--- src/rtl/dmem_arbiter_if.sv ---
// rtl/dmem_arbiter_if.sv - request/grant/return signals between requesters, arbiter and dmem
// master: requesters plus dmem q; slave: the arbiter itself.
interface dmem_arbiter_if #(
   parameter int ADDR_W = 12,
   parameter int DATA_W = 32
);
   logic              p0_req;
   logic              p0_wren;
   logic [ADDR_W-1:0] p0_addr;
   logic [DATA_W-1:0] p0_data;
   logic              p0_gnt;
   logic              p0_valid;
   logic [DATA_W-1:0] p0_q;

   logic              p1_req;
   logic              p1_wren;
   logic [ADDR_W-1:0] p1_addr;
   logic [DATA_W-1:0] p1_data;
   logic              p1_gnt;
   logic              p1_valid;
   logic [DATA_W-1:0] p1_q;

   logic [ADDR_W-1:0] mem_address;
   logic [DATA_W-1:0] mem_data;
   logic              mem_wren;
   logic [DATA_W-1:0] mem_q;

   modport slave (
      input  p0_req, p0_wren, p0_addr, p0_data,
      input  p1_req, p1_wren, p1_addr, p1_data,
      input  mem_q,
      output p0_gnt, p0_valid, p0_q,
      output p1_gnt, p1_valid, p1_q,
      output mem_address, mem_data, mem_wren
   );

   modport master (
      output p0_req, p0_wren, p0_addr, p0_data,
      output p1_req, p1_wren, p1_addr, p1_data,
      output mem_q,
      input  p0_gnt, p0_valid, p0_q,
      input  p1_gnt, p1_valid, p1_q,
      input  mem_address, mem_data, mem_wren
   );
endinterface

--- src/rtl/dmem_arbiter.sv ---
// rtl/dmem_arbiter.sv - fixed-priority dmem arbiter with starvation bound and tagged read return
// p0 has priority; p1 is forced through after MAX_WAIT consecutive denied cycles.
module dmem_arbiter #(
   parameter int ADDR_W   = 12,
   parameter int DATA_W   = 32,
   parameter int MAX_WAIT = 4
) (
   input  logic clock,
   input  logic reset,
   dmem_arbiter_if.slave bus
);
   localparam logic [3:0] MAX_WAIT_C = 4'(MAX_WAIT);

   typedef enum logic [1:0] {
      OWN_NONE,
      OWN_P0,
      OWN_P1
   } owner_t;

   owner_t     rd_owner;
   owner_t     rd_owner_next;
   logic [3:0] starve;
   logic [3:0] starve_next;
   logic       p0_win;
   logic       p1_win;

   always_ff @(posedge clock) begin
      if (reset) begin
         rd_owner <= OWN_NONE;
         starve   <= 4'd0;
      end else begin
         rd_owner <= rd_owner_next;
         starve   <= starve_next;
      end
   end

   always_comb begin
      p1_win          = 1'b0;
      p0_win          = 1'b0;
      starve_next     = 4'd0;
      rd_owner_next   = OWN_NONE;
      bus.p0_gnt      = 1'b0;
      bus.p1_gnt      = 1'b0;
      bus.mem_address = '0;
      bus.mem_data    = '0;
      bus.mem_wren    = 1'b0;
      bus.p0_valid    = 1'b0;
      bus.p0_q        = '0;
      bus.p1_valid    = 1'b0;
      bus.p1_q        = '0;

      // Grants are suppressed while reset is high so nothing is issued to dmem.
      p1_win = !reset && bus.p1_req && (!bus.p0_req || starve == MAX_WAIT_C);
      p0_win = !reset && bus.p0_req && !p1_win;

      bus.p0_gnt = p0_win;
      bus.p1_gnt = p1_win;

      if (p1_win) begin
         bus.mem_address = bus.p1_addr;
         bus.mem_data    = bus.p1_data;
         bus.mem_wren    = bus.p1_wren;
         if (!bus.p1_wren) rd_owner_next = OWN_P1;
      end else if (p0_win) begin
         bus.mem_address = bus.p0_addr;
         bus.mem_data    = bus.p0_data;
         bus.mem_wren    = bus.p0_wren;
         if (!bus.p0_wren) rd_owner_next = OWN_P0;
      end

      // Waiting only accumulates while p1 keeps asking; any gap forfeits the credit.
      if (bus.p1_req && !p1_win)
         starve_next = (starve == MAX_WAIT_C) ? starve : starve + 4'd1;

      // Gating with reset hides a return whose grant preceded reset.
      if (!reset && rd_owner == OWN_P0) begin
         bus.p0_valid = 1'b1;
         bus.p0_q     = bus.mem_q;
      end
      if (!reset && rd_owner == OWN_P1) begin
         bus.p1_valid = 1'b1;
         bus.p1_q     = bus.mem_q;
      end
   end
endmodule

--- src/flat_wrapper.sv ---
// flat-port wrapper written by rule: the top's interface ports become plain ports
module dmem_arbiter_flat 
#(
   parameter int ADDR_W   = 12,
   parameter int DATA_W   = 32,
   parameter int MAX_WAIT = 4
)
  (clock, reset, bus_p0_req, bus_p0_wren, bus_p0_addr, bus_p0_data, bus_p1_req, bus_p1_wren, bus_p1_addr, bus_p1_data, bus_mem_q, bus_p0_gnt, bus_p0_valid, bus_p0_q, bus_p1_gnt, bus_p1_valid, bus_p1_q, bus_mem_address, bus_mem_data, bus_mem_wren);
  dmem_arbiter_if #(.ADDR_W(ADDR_W), .DATA_W(DATA_W)) bus_i ();
  input  logic clock;
  input  logic reset;
  input wire logic [$bits(bus_i.p0_req)-1:0] bus_p0_req;
  input wire logic [$bits(bus_i.p0_wren)-1:0] bus_p0_wren;
  input wire logic [$bits(bus_i.p0_addr)-1:0] bus_p0_addr;
  input wire logic [$bits(bus_i.p0_data)-1:0] bus_p0_data;
  input wire logic [$bits(bus_i.p1_req)-1:0] bus_p1_req;
  input wire logic [$bits(bus_i.p1_wren)-1:0] bus_p1_wren;
  input wire logic [$bits(bus_i.p1_addr)-1:0] bus_p1_addr;
  input wire logic [$bits(bus_i.p1_data)-1:0] bus_p1_data;
  input wire logic [$bits(bus_i.mem_q)-1:0] bus_mem_q;
  output wire logic [$bits(bus_i.p0_gnt)-1:0] bus_p0_gnt;
  output wire logic [$bits(bus_i.p0_valid)-1:0] bus_p0_valid;
  output wire logic [$bits(bus_i.p0_q)-1:0] bus_p0_q;
  output wire logic [$bits(bus_i.p1_gnt)-1:0] bus_p1_gnt;
  output wire logic [$bits(bus_i.p1_valid)-1:0] bus_p1_valid;
  output wire logic [$bits(bus_i.p1_q)-1:0] bus_p1_q;
  output wire logic [$bits(bus_i.mem_address)-1:0] bus_mem_address;
  output wire logic [$bits(bus_i.mem_data)-1:0] bus_mem_data;
  output wire logic [$bits(bus_i.mem_wren)-1:0] bus_mem_wren;
  assign bus_i.p0_req = bus_p0_req;
  assign bus_i.p0_wren = bus_p0_wren;
  assign bus_i.p0_addr = bus_p0_addr;
  assign bus_i.p0_data = bus_p0_data;
  assign bus_i.p1_req = bus_p1_req;
  assign bus_i.p1_wren = bus_p1_wren;
  assign bus_i.p1_addr = bus_p1_addr;
  assign bus_i.p1_data = bus_p1_data;
  assign bus_i.mem_q = bus_mem_q;
  assign bus_p0_gnt = bus_i.p0_gnt;
  assign bus_p0_valid = bus_i.p0_valid;
  assign bus_p0_q = bus_i.p0_q;
  assign bus_p1_gnt = bus_i.p1_gnt;
  assign bus_p1_valid = bus_i.p1_valid;
  assign bus_p1_q = bus_i.p1_q;
  assign bus_mem_address = bus_i.mem_address;
  assign bus_mem_data = bus_i.mem_data;
  assign bus_mem_wren = bus_i.mem_wren;
  dmem_arbiter #(.ADDR_W(ADDR_W), .DATA_W(DATA_W), .MAX_WAIT(MAX_WAIT)) u_core (.clock(clock), .reset(reset), .bus(bus_i));
endmodule
--- config.mk ---
export PLATFORM = sky130hd
export DESIGN_NAME = dmem_arbiter_flat
export DESIGN_NICKNAME = d
export VERILOG_FILES = /design/src/rtl/dmem_arbiter_if.sv /design/src/rtl/dmem_arbiter.sv /design/src/flat_wrapper.sv
export SDC_FILE = /design/constraint.sdc
export NUM_CORES = 1
export LEC_CHECK = 0
export ABC_CLOCK_PERIOD_IN_PS = 4300
export CAP_MARGIN = 20
export CELL_PAD_IN_SITES_DETAIL_PLACEMENT = 1
export CELL_PAD_IN_SITES_GLOBAL_PLACEMENT = 1
export CORE_MARGIN = 4
export CORE_UTILIZATION = 11
export DETAILED_ROUTE_END_ITERATION = 16
export PLACE_DENSITY = 0.92
export REMOVE_ABC_BUFFERS = 1
export SLEW_MARGIN = 5
export SYNTH_ARGS = -nofsm -noshare
export SYNTH_HDL_FRONTEND = slang
export SYNTH_SLANG_ARGS = --single-unit
--- constraint.sdc ---
create_clock -name clock -period 4.3 [get_ports clock]
set_input_delay 0.86 -clock clock [delete_from_list [all_inputs] [get_ports clock]]
set_output_delay 0.86 -clock clock [all_outputs]
set_load 0.02 [all_outputs]
## After elaboration in Yosys (flattened, before gate mapping)

Cells that the tools add are included.

| storage, ports and cells | value |
|---|---|
| register bits | 6 |
| bits of input ports | 126 |
| output and inout port bits | 113 |
| logic and storage cells | 33 |

| operators by class | value |
|---|---|
| add/subtract/negate cells | 1 |
| equal/unequal tests | 3 |
| mux-type cells | 14 |
| bitwise gates (word level) | 1 |
| reductions and logical operators | 12 |

Operator list:

| cell | number |
|---|---|
| $mux W32 | 4 |
| $mux W12 | 2 |
| $logic_and A1 B1 Y1 | 7 |
| $mux W2 | 3 |
| $mux W1 | 5 |
| $add A4 B1 Y4 const B | 1 |
| $eq A4 B3 Y1 const B | 1 |
| $logic_not A1 Y1 | 3 |
| $eq A2 B1 Y1 const B | 1 |
| $eq A2 B2 Y1 const B | 1 |
| $reduce_or A2 Y1 | 1 |
| $logic_or A1 B1 Y1 | 1 |
| $not A1 Y1 | 1 |

## Logic depth before layout (Yosys ltp)

Gate-level depths: netlist (run 1).

| depth | value |
|---|---|
| depth after elaboration | 7 |
| depth in mapped cells | 7 |
| mapped depth without buffers | 5 |

## Least setup slack after synthesis (run 1)

OpenSTA, ideal clock, no wires.

| timing | value |
|---|---|
| path kind | input to output |
| start | input port reset |
| end | output port bus_mem_address[10] |
| data arrival time | 1.751 ns |
| data required time | 3.440 ns |
| setup slack | 1.689 ns |
| stages on the path | 5 |
| path buffers | 2 |
| path through | nand2b_1 -> a21oi_1 -> buf_4 -> buf_4 -> a22o_1 |

| on the way | value |
|---|---|
| cells in the longest elaborated chain, start to end | 7 |
| elaborated cells between the ends (all ways) | 8 |
| those cells by class | mux: 2; reduce/logical: 6 |

Ends and longest elaborated chain:

| element | line | source |
|---|---|---|
| start: declaration | flat_wrapper.sv:11 | `input logic reset;` |
| $logic_not A1 Y1 * | dmem_arbiter.sv:53, dmem_arbiter.sv:54 |  |
| $logic_and A1 B1 Y1 (2 in a row) | dmem_arbiter.sv:53 | `p1_win = !reset && bus.p1_req && (!bus.p0_req \|\| starve == MAX_WAIT_C);` |
| $logic_not A1 Y1 | dmem_arbiter.sv:54 | `p0_win = !reset && bus.p0_req && !p1_win;` |
| $logic_and A1 B1 Y1 | dmem_arbiter.sv:54 |  |
| $mux W12 | dmem_arbiter.sv:64 | `end else if (p0_win) begin` |
| $mux W12 * | dmem_arbiter.sv:59 | `if (p1_win) begin` |
| end: declaration | flat_wrapper.sv:27 | `output wire logic [$bits(bus_i.mem_address)-1:0] bus_mem_address;` |

Mark *: on every way between the ends. The rest lies on a longest branch, timed or not.

## Worst setup path after layout (run 1)

| timing | value |
|---|---|
| start | input port reset |
| end | output port bus_mem_data[6] |

| on the way | value |
|---|---|
| cells in the longest elaborated chain, start to end | 7 |
| elaborated cells between the ends (all ways) | 8 |
| those cells by class | mux: 2; reduce/logical: 6 |

Ends and longest elaborated chain:

| element | line | source |
|---|---|---|
| $logic_not A1 Y1 * | dmem_arbiter.sv:53, dmem_arbiter.sv:54 |  |
| $logic_and A1 B1 Y1 (2 in a row) | dmem_arbiter.sv:53 |  |
| $logic_not A1 Y1 | dmem_arbiter.sv:54 |  |
| $logic_and A1 B1 Y1 | dmem_arbiter.sv:54 |  |
| $mux W32 | dmem_arbiter.sv:64 |  |
| $mux W32 * | dmem_arbiter.sv:59 |  |
| end: declaration | flat_wrapper.sv:28 | `output wire logic [$bits(bus_i.mem_data)-1:0] bus_mem_data;` |

Marks and branches as above.

==> results of run 1 <==
path summary, 6_finish.rpt:
kind,to,slack [ns],cells after the start
worst max-delay path,bus_mem_data[6],0.56,6
worst min-delay path,u_core.starve[0],0.51,1
worst max register to register,u_core.rd_owner[0],2.65,6
worst min register to register,u_core.starve[0],0.51,1
sequential cells by signal, indices dropped and copies added (netlist names):
name and cells:
u_core.rd_owner 2, u_core.starve 4
cells in the mapped netlist:
cell type  instances
and2_1            64
a22o_1            45
dfxtp_1            6
inv_1              5
buf_2              4
buf_4              4
buf_6              4
clkbuf_1           4
nor3_1             4
ha_1               2
nor2b_1            2
nor3b_1            2
a21oi_1            1
nand2_1            1
nand2b_1           1
nand3_1            1
nand3b_1           1
o211a_1            1
xnor2_1            1
xor2_1             1
cells by family (layout without fill, tap and decap cells):
logic type | count (synthesis) | in the layout | synth area share [%]
flops | 6 | 6 | 10.26
fa+ha+maj | 2 | 2 | 2.136
compound gates | 47 | 47 | 34.94
xor+xnor | 2 | 2 | 1.496
simple gates | 76 | 76 | 40.17
buf+inv | 21 | 250 | 11.00
metal layers:
layer / global-route usage, % / vias to the layer above
met5: 0 / -
li1: - / 1007
met3: 3.985 / 11
met4: 2.595 / 0
met2: 22.92 / 173
met1: 11.75 / 932
power groups by stage:
stage	Sequential (µW)	Clock (µW)	Combinational (µW)
global route	58.1	88.1	307
CTS	58.0	84.8	294
global placement	58.7	0	286
floorplan	58.5	0	89.1
detailed placement	58.8	0	293
finish	58.0	83.7	289
cell usage in the layout (no fill, tap or decap), types with 2 or more instances in the layout:
master and n:
clkdlybuf4s50_1 237, and2_1 64, a22o_1 45, dfxtp_1 6
inv_1 5, nor3_1 4, clkbuf_8 3, buf_4 3
nor3b_2 2, nor2b_1 2, ha_1 2, buf_12 2
worst max-delay path, delay by kind of cell:
kind,cells,cell delay (ns)
buffers and inverters,3,1.33
AOI/OAI and AO/OA,2,0.37
and+or+nand+nor,1,0.29
final cells by class:
class | instances | share of cell area [%]
clock buffers | 3 | 1.107
inverters | 5 | 0.5034
multi-input cells | 127 | 25.30
flip-flops and latches | 6 | 3.221
well taps | 136 | 4.564
repair buffers | 242 | 65.30
through the flow:
step / util, % / std cells / cell area (µm²) / hold slack (ns) / power [µW]
3_5_place_dp: 35.56 / 516 / 3687 / 0.5010 / 351.9
2_1_floorplan: - / 138 / 1061 / 0.4534 / 147.6
4_1_cts: 35.96 / 519 / 3729 / 0.5062 / 437.3
6_report: 35.96 / 519 / 3729 / 0.5065 / 431.0
3_3_place_gp: 35.56 / 516 / 3687 / 0.4801 / 344.9
5_1_grt: 35.96 / 519 / 3729 / 0.5376 / 453.6
==> metrics.txt, run 1 <==
status completed; Net Sw Frac 30.62%; fmax 0.2672 GHz; met1 wire length 2883 µm; WL met2 3998 µm; pre-CTS setup slack 0.5535 ns; leakage power 0.001413 µW; antenna cell count 0; met3 wire length 987 µm; Crit Reg-Reg Startpoint u_core.starve[0]; post-route clock skew 0.003463 ns; Critical Path RT 3.44 ns; post-CTS setup buffers 0; Final nets about 510; Tot GR Track Use between 10% and 20%; CP max stage delay 0.62 ns; Yosys top cell area share 34.19%; proportion of power drawn by flip-flops and latches 13.5%; P&R area growth vs syn 218.4%; H-tree levels 1; routed wire length around 8000 µm; Root Driver clkbuf_8; vias in the first global route 2279; share of cells above drive strength 1 2.872%; clock share of power around 19%; power density over the cells 115.6 nW/µm²; crit-path max FO 47; CTS tree done; clock buffer depth 2; crit path time final 3.743 ns; Top Metal Used met4; DIE WIDTH 111.2 µm; # DRC 0; Detail Placement HPWL 6991 µm; Yosys reg bits 6; IO Pins 239; Comb power frac 67.1%; Via Count between 2000 and 2500; CP dominant cell by count clkdlybuf4s50_1; register area 120.1 µm²; worst min-delay path category reg -> reg; Max-slew headroom 68.83%; Mapped Cells 154; Setup crit start kind input port; hold path startpoint u_core.starve[0]; Routed wire per std cell 15.38 µm; switching power total 132.0 µW; die area about 12000 µm²; setup TNS after final layout 0 ns; RSZ-0062 raised after global routing no; first-pass GRT wire length 11900 µm; Port Buffers 238; Worst-Skew Late Latency 0.22 ns; Placer Congestion 0.7733; Tightest Pin Transition 0.4675 ns; Multi-input gate area 943.4 µm²; WP data arrival 2.88 ns; largest area contributor in the netlist and2_1; Hold Vio Cnt, Final 0; MaxCap Viol Count 0; Syn Std Cell Area roughly 1200 µm²; Critical Path Start reset; CORE AREA 10370 µm²; post-CTS resize count 0; CTS Buf Count 3; final setup margin around 0.56 ns; Fillers 1224; DRT iter0 DRCs 77; Initial Utilization 11.29%; Final ANT Viol Nets 0; Crit Path Class in -> out; Reg clk slew, reported paths 0.03 ns; top cells by area, synth and2_1, a22o_1, dfxtp_1; Max Slew Vio Count 0; cell-internal power 299.1 µW; synth warn 0; vias per std cell between 4 and 5; Hold-fix buffers, CTS 0; initial antenna violation count 0; Die Y around 110 µm; worst vdd ir about 0.000066 V; clk sinks 6; crit path capture type output port; share of the clock period used by the worst path 87.04%; crit path max-delay cell type clkdlybuf4s50_1; DRT Pass-1 Iters 3; register area share after synthesis 10.26%; GRT Residual Overflow 0; Yosys cell types 20; mean post-synth cell area ~7.6 µm²; Final setup viols 0; floorplan row count 37; largest net degree at the start of global routing 48; Cell Chain, Critical Path clkdlybuf4s50_1, nand2b_1, a21oi_4, buf_12, a22o_1, clkdlybuf4s50_1
Power figures use the tool's default switching activity.
==> run 2, diff against run 1 <==
SKIP_LAST_GASP = 1   (was unset)
==> results of run 2 <==
The final DEF is identical to that of run 1; final timing and power are the same.
==> run 3, diff against run 2 <==
GPL_ROUTABILITY_DRIVEN = 0   (was unset)
GPL_TIMING_DRIVEN = 0   (was unset)
==> run 3 against run 2 <==
Net effect:
- critical path depth did not move
- utilization up 0.096 points
- clock-buffer cell count unchanged
- critical endpoint is now bus_mem_data[0]
- largest cell class unchanged
==> metrics.txt, run 3 (synthesis gave the netlist of run 1 again) <==
placed cell area 3697 µm² (was 3687 µm²); # DRC 0 (unchanged); setup TNS after final layout 0 ns (unchanged); CORE AREA 10370 µm² (unchanged); worst min-delay path category reg -> reg (unchanged); fmax 0.2577 GHz (was 0.2672 GHz); WP data arrival 3.02 ns (was 2.88 ns); max reg flops 4 (unchanged); proportion of power drawn by flip-flops and latches 13.4% (was 13.5%); Net Sw Frac 30.81% (was 30.62%); crit-path max FO 39 (was 47); Crit Path Class in -> out (unchanged); DRT Pass-1 Iters 4 (was 3); Die Y 111.2 µm (unchanged); Hold Crit Endpoint u_core.starve[0] (unchanged); placed insts 516 (unchanged); Multi-input gate area 943.4 µm² (unchanged); largest net degree at the start of global routing 40 (was 48); clock share of power 19.6% (was 19.4%); share of cells above drive strength 1 2.611% (was 2.872%); vias per std cell 4.091 (unchanged); crit path time final 3.881 ns (was 3.743 ns); crit path capture type output port (unchanged); Crit Reg-Reg Startpoint u_core.starve[0] (unchanged); clk sinks 6 (unchanged); MaxCap Viol Count 0 (unchanged); Reg2Reg Setup Slack 2.69 ns (was 2.65 ns); Reg clk slew, reported paths 0.04 ns (was 0.03 ns); Worst-Skew Late Latency 0.23 ns (was 0.22 ns); vias in the first global route 2327 (was 2279); Core Util, Final 36.05% (was 35.96%); register area 120.1 µm² (unchanged); floorplan row count 37 (unchanged); P&R area growth vs syn 219.2% (was 218.4%); Reg2Reg Depth 5 (was 6); status completed (unchanged); post-CTS resize count 0 (unchanged); die area 12360 µm² (unchanged); Fillers 1206 (was 1224); Reg with most FFs u_core.starve (unchanged); Comb power frac 67.0% (was 67.1%); Hold Vio Cnt, Final 0 (unchanged); Critical Path RT 3.44 ns (about the same); IO Pins 239 (unchanged); most frequent cells in the layout clkdlybuf4s50_1, and2_1, a22o_1 (unchanged); Port Buffers 238 (unchanged); hold path depth 1 (unchanged); most common cell after layout, fill and taps aside clkdlybuf4s50_1 (unchanged); DRT iter0 DRCs 47 (was 77); first-pass GRT wire length 12450 µm (was 11900 µm); power density over the cells 116.0 nW/µm² (was 115.6 nW/µm²); Root Driver clkbuf_8 (unchanged); Final Non-Filler Cells 519 (unchanged); RSZ-0062 raised after global routing no (unchanged); post-CTS setup buffers 0 (unchanged); Detail Placement HPWL 7242 µm (was 6991 µm); R2R Path End u_core.rd_owner[0] (unchanged); Design Power 433.8 µW (was 431.0 µW); switching power total 133.7 µW (was 132.0 µW); fin area 3739 µm² (was 3729 µm²); Tot GR Track Use 12.24% (was 11.69%); H-tree levels 1 (unchanged); routed wire length 8094 µm (was 7982 µm); Max-slew headroom 60.27% (was 68.83%); Via Count 2123 (unchanged); Final setup viols 0 (unchanged); post-route clock skew 0.006606 ns (was 0.003463 ns); share of the clock period used by the worst path 90.25% (was 87.04%); clock buffer depth 2 (unchanged); CTS tree done (unchanged); Max Slew Vio Count 0 (unchanged); Hold-fix buffers, CTS 0 (unchanged); cell-internal power 300.1 µW (was 299.1 µW); DIE WIDTH 111.2 µm (unchanged); leakage power 0.001415 µW (was 0.001413 µW); hold path startpoint u_core.starve[0] (unchanged); worst vdd ir 0.00006782 V (was 0.00006625 V); biggest registers after layout u_core.starve x4, u_core.rd_owner x2 (unchanged); Final ANT Viol Nets 0 (unchanged); Initial Utilization 11.29% (unchanged); CTS Buf Count 3 (unchanged); Final nets 513 (unchanged); Setup crit start kind input port (unchanged); antenna cell count 0 (unchanged); GRT Residual Overflow 0 (unchanged); Tightest Pin Transition 0.5934 ns (was 0.4675 ns); Routed wire per std cell 15.60 µm (was 15.38 µm); initial antenna violation count 0 (unchanged)
==> run 3: cell count changes in the layout (fill, tap and decap cells not counted), sizes merged <==
cell and change:
buf -1, clkdlybuf4s50 +1
==> run 3: worst max-delay path by stage <==
stage | startpoint | end | slack (ns) | cells after the start
2_1_floorplan | reset | bus_mem_address[0] | -0.07 | 3
3_3_place_gp | reset | bus_mem_data[0] | -1.62 | 5
3_5_place_dp | reset | bus_mem_data[0] | 0.37 | 6
4_1_cts | reset | bus_mem_data[0] | 0.37 | 6
5_1_grt | reset | bus_p1_q[25] | 0.24 | 5
6_report | reset | bus_mem_data[0] | 0.42 | 6
==> run 3: cell type report <==
| class | count | area share [%] |
|---|---|---|
| Inverter | 5 | 0.5020 |
| Sequential cell | 6 | 3.213 |
| Timing Repair Buffer | 242 | 65.39 |
| Tap cell | 136 | 4.552 |
| Multi-Input combinational cell | 127 | 25.23 |
| Clock buffer | 3 | 1.104 |
==> run 3: power groups by stage <==
stage | Sequential [µW] | Clock, µW | Combinational, µW
2_1_floorplan | 58.5 | 0 | 89.1
3_3_place_gp | 58.6 | 0 | 281
3_5_place_dp | 58.9 | 0 | 295
4_1_cts | 58.0 | 87.7 | 296
5_1_grt | 58.1 | 90.0 | 310
6_report | 58.0 | 84.9 | 291
==> run 3: critical path, cell delays in order <==
cell and delay, ns:
clkdlybuf4s50_1 0.47, nand2b_1 0.27, a21oi_4 0.32, buf_12 0.24
a22o_1 0.17, clkdlybuf4s50_1 0.66
==> run 3: metal layers <==
metal  wire length [µm]  up-vias  track usage (%)
li1                   -     1006                -
met1               2808      943            12.07
met2               4174      170            24.37
met3               1068        4            4.749
met4                 42        0            1.703
met5                  0        -                0
==> run 3: through the flow <==
stage | hold slack [ns] | setup slack, ns
after CTS | 0.5054 | 0.3673
after global placement | 0.4696 | -1.621
after global routing | 0.5374 | 0.2416
after floorplan | 0.4534 | -0.06676
after detailed placement | 0.5011 | 0.3730
final | 0.5063 | 0.4192
